`config.mk`:
```
export PLATFORM = sky130hd
export DESIGN_NAME = hamming_decode_s
export DESIGN_NICKNAME = d
export VERILOG_FILES = /design/src/rtl/hamming_decode_s.sv
export SDC_FILE = /design/constraint.sdc
export NUM_CORES = 1
export LEC_CHECK = 0
export ABC_CLOCK_PERIOD_IN_PS = 2600
export BUFFER_PORTS_ARGS = -buffer_cell sky130_fd_sc_hd__buf_4
export CAP_MARGIN = 10
export CORE_ASPECT_RATIO = 1.25
export CORE_MARGIN = 3
export CORE_UTILIZATION = 48
export DETAILED_ROUTE_END_ITERATION = 6
export PLACE_DENSITY_LB_ADDON = 0.3
export SYNTH_ARGS = -nofsm -noshare
export SYNTH_HDL_FRONTEND = slang
export SYNTH_SLANG_ARGS = --single-unit
```
`constraint.sdc`:
```
create_clock -name clk -period 2.6 [get_ports clk]
set_input_delay 0.26 -clock clk [delete_from_list [all_inputs] [get_ports clk]]
set_output_delay 0.26 -clock clk [all_outputs]
set_load 0.02 [all_outputs]
```
`src/rtl/hamming_decode_s.sv`:
```
`default_nettype none
// hamming_decode_s: serial Hamming(7,4) receiver with single-error correction and idle timeout.
// Define HAMMING_SECDED_EN for the 8-bit extended (SECDED) frame with double-error detection.
module hamming_decode_s (
    input  logic       clk,
    input  logic       rst_n,
    input  logic       d_in,
    input  logic       strobe_in,
    output logic [3:0] data_out,
    output logic       valid_out,
    output logic [2:0] err_pos,
    output logic       err_corr,
    output logic       err_dbl,
    output logic       frame_abort
);

`ifdef HAMMING_SECDED_EN
    localparam int FW = 8;
`else
    localparam int FW = 7;
`endif

    localparam logic [1:0] S_IDLE   = 2'd0;
    localparam logic [1:0] S_SHIFT  = 2'd1;
    localparam logic [1:0] S_DECODE = 2'd2;

    logic [1:0]    state_q, state_d;
    logic [2:0]    cnt_q, cnt_d;
    logic [3:0]    idle_q, idle_d;
    logic [FW-1:0] sr_q, sr_d;
    logic [FW-1:0] dec_q, dec_d;
    logic          strobe_q;
    logic [3:0]    data_q, data_d;
    logic [2:0]    pos_q, pos_d;
    logic          corr_q, corr_d;
    logic          valid_q, valid_d;
    logic          abort_q, abort_d;
    logic          accept;
    logic          last_bit;
    logic [2:0]    syn;
    logic [6:0]    fixed;
`ifdef HAMMING_SECDED_EN
    logic          dbl_q, dbl_d;
    logic          parity;
`endif

    assign accept   = strobe_in & ~strobe_q;
    assign last_bit = accept && (cnt_q == 3'(FW - 1));

    always_ff @(posedge clk or negedge rst_n) begin
        if (!rst_n) begin
            state_q  <= S_IDLE;
            cnt_q    <= '0;
            idle_q   <= '0;
            sr_q     <= '0;
            dec_q    <= '0;
            strobe_q <= 1'b0;
            data_q   <= '0;
            pos_q    <= '0;
            corr_q   <= 1'b0;
            valid_q  <= 1'b0;
            abort_q  <= 1'b0;
`ifdef HAMMING_SECDED_EN
            dbl_q    <= 1'b0;
`endif
        end else begin
            state_q  <= state_d;
            cnt_q    <= cnt_d;
            idle_q   <= idle_d;
            sr_q     <= sr_d;
            dec_q    <= dec_d;
            strobe_q <= strobe_in;
            data_q   <= data_d;
            pos_q    <= pos_d;
            corr_q   <= corr_d;
            valid_q  <= valid_d;
            abort_q  <= abort_d;
`ifdef HAMMING_SECDED_EN
            dbl_q    <= dbl_d;
`endif
        end
    end

    always_comb begin
        state_d = state_q;
        cnt_d   = cnt_q;
        idle_d  = idle_q;
        sr_d    = sr_q;
        dec_d   = dec_q;
        abort_d = 1'b0;
        case (state_q)
            S_IDLE, S_DECODE: begin
                if (accept) begin
                    sr_d[0] = d_in;
                    cnt_d   = 3'd1;
                    idle_d  = '0;
                    state_d = S_SHIFT;
                end else begin
                    state_d = S_IDLE;
                end
            end
            S_SHIFT: begin
                if (accept) begin
                    sr_d[cnt_q] = d_in;
                    idle_d      = '0;
                    if (last_bit) begin
                        dec_d   = sr_d;
                        cnt_d   = '0;
                        state_d = S_DECODE;
                    end else begin
                        cnt_d = cnt_q + 3'd1;
                    end
                end else if (idle_q == 4'd15) begin
                    // Stalled upstream: drop the partial frame rather than mix it with the next one.
                    abort_d = 1'b1;
                    cnt_d   = '0;
                    idle_d  = '0;
                    sr_d    = '0;
                    state_d = S_IDLE;
                end else begin
                    idle_d = idle_q + 4'd1;
                end
            end
            default: state_d = S_IDLE;
        endcase
    end

    always_comb begin
        syn[0] = dec_q[0] ^ dec_q[2] ^ dec_q[4] ^ dec_q[6];
        syn[1] = dec_q[1] ^ dec_q[2] ^ dec_q[5] ^ dec_q[6];
        syn[2] = dec_q[3] ^ dec_q[4] ^ dec_q[5] ^ dec_q[6];
        fixed  = dec_q[6:0];
        if (syn != 3'd0) begin
            fixed[syn - 3'd1] = ~dec_q[syn - 3'd1];
        end
        valid_d = 1'b0;
        data_d  = data_q;
        pos_d   = pos_q;
        corr_d  = corr_q;
`ifdef HAMMING_SECDED_EN
        parity  = ^dec_q;
        dbl_d   = dbl_q;
`endif
        if (state_q == S_DECODE) begin
            valid_d = 1'b1;
            pos_d   = syn;
`ifdef HAMMING_SECDED_EN
            if ((syn != 3'd0) && !parity) begin
                // Even overall parity with a nonzero syndrome: two flips, leave data raw.
                dbl_d  = 1'b1;
                corr_d = 1'b0;
                data_d = {dec_q[6], dec_q[5], dec_q[4], dec_q[2]};
            end else begin
                dbl_d  = 1'b0;
                corr_d = parity;
                data_d = {fixed[6], fixed[5], fixed[4], fixed[2]};
            end
`else
            corr_d = (syn != 3'd0);
            data_d = {fixed[6], fixed[5], fixed[4], fixed[2]};
`endif
        end
    end

    assign data_out    = data_q;
    assign valid_out   = valid_q;
    assign err_pos     = pos_q;
    assign err_corr    = corr_q;
    assign frame_abort = abort_q;
`ifdef HAMMING_SECDED_EN
    assign err_dbl     = dbl_q;
`else
    assign err_dbl     = 1'b0;
`endif

endmodule
`default_nettype wire

```
# Word level (Yosys, flattened, before mapping)

Index checks and enable logic that the tools add are counted.

Add/sub/neg operators: 3
$lt $le $gt $ge: 4
Eq/ne operators: 7
Mux-type cells: 31
Bitwise operators: 12
Reduce and logical (&&, ||, !) cells: 13

Operators with widths:

| kind                  | count |
|---|---|
| $mux W7               | 3 |
| $bwmux W7             | 2 |
| $mux W3               | 4 |
| $mux W4               | 3 |
| $mux W1               | 9 |
| $xor A1 B1 Y1         | 9 |
| $lt A3 B4 Y1 const B  | 2 |
| $pmux W4 S2           | 1 |
| $demux W1 S3          | 2 |
| $ge A3 B1 Y1 const B  | 2 |
| $mux W2               | 3 |
| $ne A3 B3 Y1 const B  | 2 |
| $pmux W3 S2           | 1 |
| $reduce_and A2 Y1     | 3 |
| $reduce_and A3 Y1     | 2 |
| $add A4 B1 Y4 const B | 1 |
| $eq A4 B4 Y1 const B  | 1 |
| $pmux W2 S2           | 1 |
| $reduce_bool A2 Y1    | 2 |
| $add A3 B1 Y3 const B | 1 |
| $bmux W1 S3           | 1 |
| $eq A3 B3 Y1 const B  | 1 |
| $logic_and A1 B1 Y1   | 3 |
| $reduce_bool A3 Y1    | 1 |
| 9 further kinds       | 10 |

Register bits: 34
Input bits: 4
Output and inout port bits: 11

# Depth between registers and ports, before layout

Depth in word-level cells: 10
Mapped depth: 9
Mapped depth without buffers: 9

# Worst setup path after synthesis

Ideal clock, no wire load.

Path type: register to register
Start: register dec_q[2]
End: register data_q[1] (netlist: data_out[1])
Setup time: 0.127 ns
Arrival time: 2.089 ns
Path slack: 0.384 ns
Cell stages (with the launch flop): 9
Buffers on the path: 0
Clock period less this slack: 2.216 ns
Cell sequence: dfrtp_1 -> xor2_1 -> xnor2_1 -> ha_1 -> ha_1 -> ha_1 -> nor4b_1 -> xnor2_1 -> o21ai_0

Cells in the longest elaborated chain, start to end: 10

Ends and longest elaborated chain:

| element                                                                   | RTL line | RTL |
|---|---|---|
| start: declaration                                                        | 31       | `logic [FW-1:0] dec_q, dec_d;` |
| start signal: assignment                                                  | 56       | `dec_q <= '0;` |
| start signal: assignment                                                  | 71       | `dec_q <= dec_d;` |
| $xor A1 B1 Y1 (on tied branches) (3 in series)                            | 129, 130 |  |
| $sub A3 B1 Y3                                                             | 134      | `fixed[syn - 3'd1] = ~dec_q[syn - 3'd1];` |
| $lt A3 B4 Y1 (not written as such) / $ge A3 B1 Y1 (equally long branches) | 134      |  |
| $logic_and A1 B1 Y1 (not written as such)                                 | 134      |  |
| $mux W1 (not written as such)                                             | 134      |  |
| $demux W1 S3                                                              | 134      |  |
| $bwmux W7                                                                 | 134      |  |
| $mux W7 (*)                                                               | 133      | `if (syn != 3'd0) begin` |
| end signal: assignment                                                    | 73       | `data_q <= data_d;` |
| end: declaration                                                          | 33       | `logic [3:0] data_q, data_d;` |

Every way passes the cells marked *; elsewhere a longest branch is shown, timed or not. The select of a mux whose other input is x is not followed.
A chain may end at the register's enable or synchronous reset.

# Final worst setup path

Start: register dec_q[2]
End: register data_q[2] (netlist: data_out[2])

Same word-level chain as after synthesis.

==> run_results.csv <==
group,metric,value,unit
outcome,status,"complete, no violations",
routing,via_per_inst,5.701,
synthesis,syn_area,1718,µm²
routing,drtIter0Drc,52,
synthesis,synth_top_area_share,49.53,%
critical_path,cp_data_arrival_time,2570,ps
synthesis,ys_async_sr_fraction,100.0,%
cells_and_area,fillerInstances,279,
critical_path,slowest_stage,"dfrtp_1",
synthesis,postSynthAreaPerCell,10.05,µm²
critical_path,max_stage_delay,430,ps
synthesis,synthesis.instances,171,
die,core,3309,µm²
critical_path,reg2reg_to,"data_out[2]",
sta,skew,6.131,ps
cells_and_area,diodes,0,
die,row_count,23,
clock_tree,h-tree-depth,2,
run,cap_violations,0,
routing,vias,1260,
cells_and_area,final_common_cell,"dfrtp_1",
die,start_util,51.91,%
routing,totalWireLength,3126,µm
critical_path,endpoint,"data_out[2]",
routing,ant_nets,0,
power,ir_worst_vdd,0.6643,mV
routing,wl_per_cell,14.14,µm
place,globalplace.congestion,0.8170,
die,dieHeight,72.89,µm
sta,fmax,0.4120,GHz
power,p_leak,0.0008948,µW
clock_tree,clockBufferDepth,2,
critical_path,path_cells,"xor2_1 > xnor2_1 > ha_1 > ha_1 > ha_1 > nor4bb_1 > xnor2_1 > o21ai_0",
place,dpl.cell_count,212,
sta,layout_min_cycle_time,2427,ps
global_routing,grt_pass1_wl,5520,µm
sta,fin_setup_tns,0,ps
place,dpl_cell_area,1813,µm²
sta,worst_pin_slew,578.8,ps
sta,finalCritPeriodShare,93.34,%
sta,timing.final.ws_setup,173.1,ps
synthesis,ys_seq_area_share,49.53,%
global_routing,grt_max_degree,35,
cells_and_area,stdcell_count,221,
critical_path,cp_common_cell,"ha_1",
cells_and_area,nets,193,
power,cellPowerDensity,896.0,nW/µm²
clock_tree,clock-sinks,34,
cells_and_area,design_area,1944,µm²
place,io_buffers,13,
clock_tree,path_clk_slew,70,ps
synthesis,synth-edff-count,0,
critical_path,cp.required,2750,ps
synthesis,synth_ff_type,"dfrtp_1",
critical_path,path_max_fanout,6,
critical_path,ff2ff_path_depth,8,
critical_path,critPathLaunch,"dec_q[2]",
cells_and_area,mostFrequentLayoutCells,"dfrtp_1, nand2_1, o21ai_0, buf_4, xnor2_1",
synthesis,synth_seq_cells,34,
critical_path,r2r_start,"dec_q[2]",
routing,first_pass_iters,4,
critical_path,start_kind,"flip-flop",
sta,drv_slew,0,
clock_tree,insertion_delay,280,ps
synthesis,synth_area_leader_cell,"dfrtp_1",
clock_tree,cts_buffers,5,
die,die_x,59.51,µm
cells_and_area,drive_above_1_share,17.93,%
min_path,min_path_type,"in -> reg",
global_routing,overflow,0,
clock_tree,post_cts_buffers,0,
critical_path,timing_worst_setup_path_type,"reg -> reg",
global_routing,antenna_found_initial,0,
critical_path,end_kind,"flip-flop",
sta,relSlewSlack,61.34,%
synthesis,ys.warnings.count,0,
cells_and_area,seqCellArea,850.8,µm²
routing,drc_errors,0,
critical_path,rrSetupSlack,170,ps
place,dp_hpwl,2337,µm
die,die_area,4337,µm²
global_routing,track_usage,16.96,%
cells_and_area,area_growth,13.18,%
sta,hold_viol_final,0,
synthesis,ys_types,45,
cells_and_area,multiInputGateArea,815.8,µm²
place,dp_slack,202.6,ps
sta,whs,106.6,ps
global_routing,grt_pass1_vias,1245,
clock_tree,root_buffer,"clkbuf_8",
synthesis,synth_area_leaders,"dfrtp_1, nand2_1, ha_1, mux2i_1, o21ai_0",
sta,setup_viol,0,
die,ios,15,
clock_tree,cts_tree,"done",
synthesis,synthesis.nets,181,
==> layout make-up <==
cell class                      instances  share of cell area, %
Sequential cell                        34                  43.76
Multi-Input combinational cell        124                  41.96
Timing Repair Buffer                   14                  5.534
Clock buffer                            5                  3.539
Tap cell                               37                  2.381
Clock inverter                          3                  2.059
Inverter                                4                 0.7722
==> timing repair <==
action                                 4_1_cts  5_1_grt
setup endpoints to repair                    0        2
endpoints found under the hold margin       34        0
hold buffers                                 1        0
resized for setup                            0        2
==> power by group <==
group          internal [µW]  switching, µW
clock network            282            183
registers                632            127
logic                    244            275
==> cell families after synthesis <==
family	synth area share, %
adders and majority gates	4.370
AOI/OAI and AO/OA	13.77
and+or+nand+nor	18.35
muxes	4.953
buffers and inverters	3.713
xor gates and xnor gates	5.099
DFF	49.53
other	0.2183
==> flip-flops by register name, summed over array words and instances (netlist names) <==
name / cells
cnt_q: 3
data_out: 4
dec_q: 7
err_corr: 1
err_pos: 3
frame_abort: 1
idle_q: 4
sr_q: 7
state_q: 2
strobe_q: 1
valid_out: 1
==> critical path, delay by kind of cell (launching register included) <==
| family | cells | cell delay, ps |
|---|---|---|
| compound gates | 1 | 80 |
| xor+xnor | 3 | 480 |
| fa+ha+maj | 3 | 940 |
| flops | 1 | 430 |
| simple gates | 1 | 360 |
==> synth_stat cells (all sizes together) (4+ instances only) <==
cell	instances
nor3	5
mux2i	7
o22ai	7
ha	6
nor2	4
dfrtp	34
inv	4
buf	7
o21ai	21
xnor2	8
nand2	33
==> worst min path at each step <==
stage	startpoint	end	slack [ps]	cells past startpoint
6_report	strobe_in	strobe_q	110	1
5_1_grt	strobe_in	strobe_q	100	1
4_1_cts	strobe_in	strobe_q	100	1
3_5_place_dp	rst_n	err_pos[2]	230	1
3_3_place_gp	rst_n	valid_out	230	1
2_1_floorplan	rst_n	cnt_q[0]	-40	0
==> routing by layer <==
metal / share of wire, % / track usage, %
met1: 40 / 17.57
met2: 54 / 31.11
met3: 4.7 / 4.956
met4: 1.8 / 6.897
met5: 0 / 0
==> metrics by stage <==
stage	total power, µW	util, %
after floorplan	1146	-
after global placement	1222	54.78
after detailed placement	1259	54.78
after CTS	1738	58.37
after global routing	1863	58.75
final	1742	58.75
No activity file was read; power rests on OpenSTA's default activity.
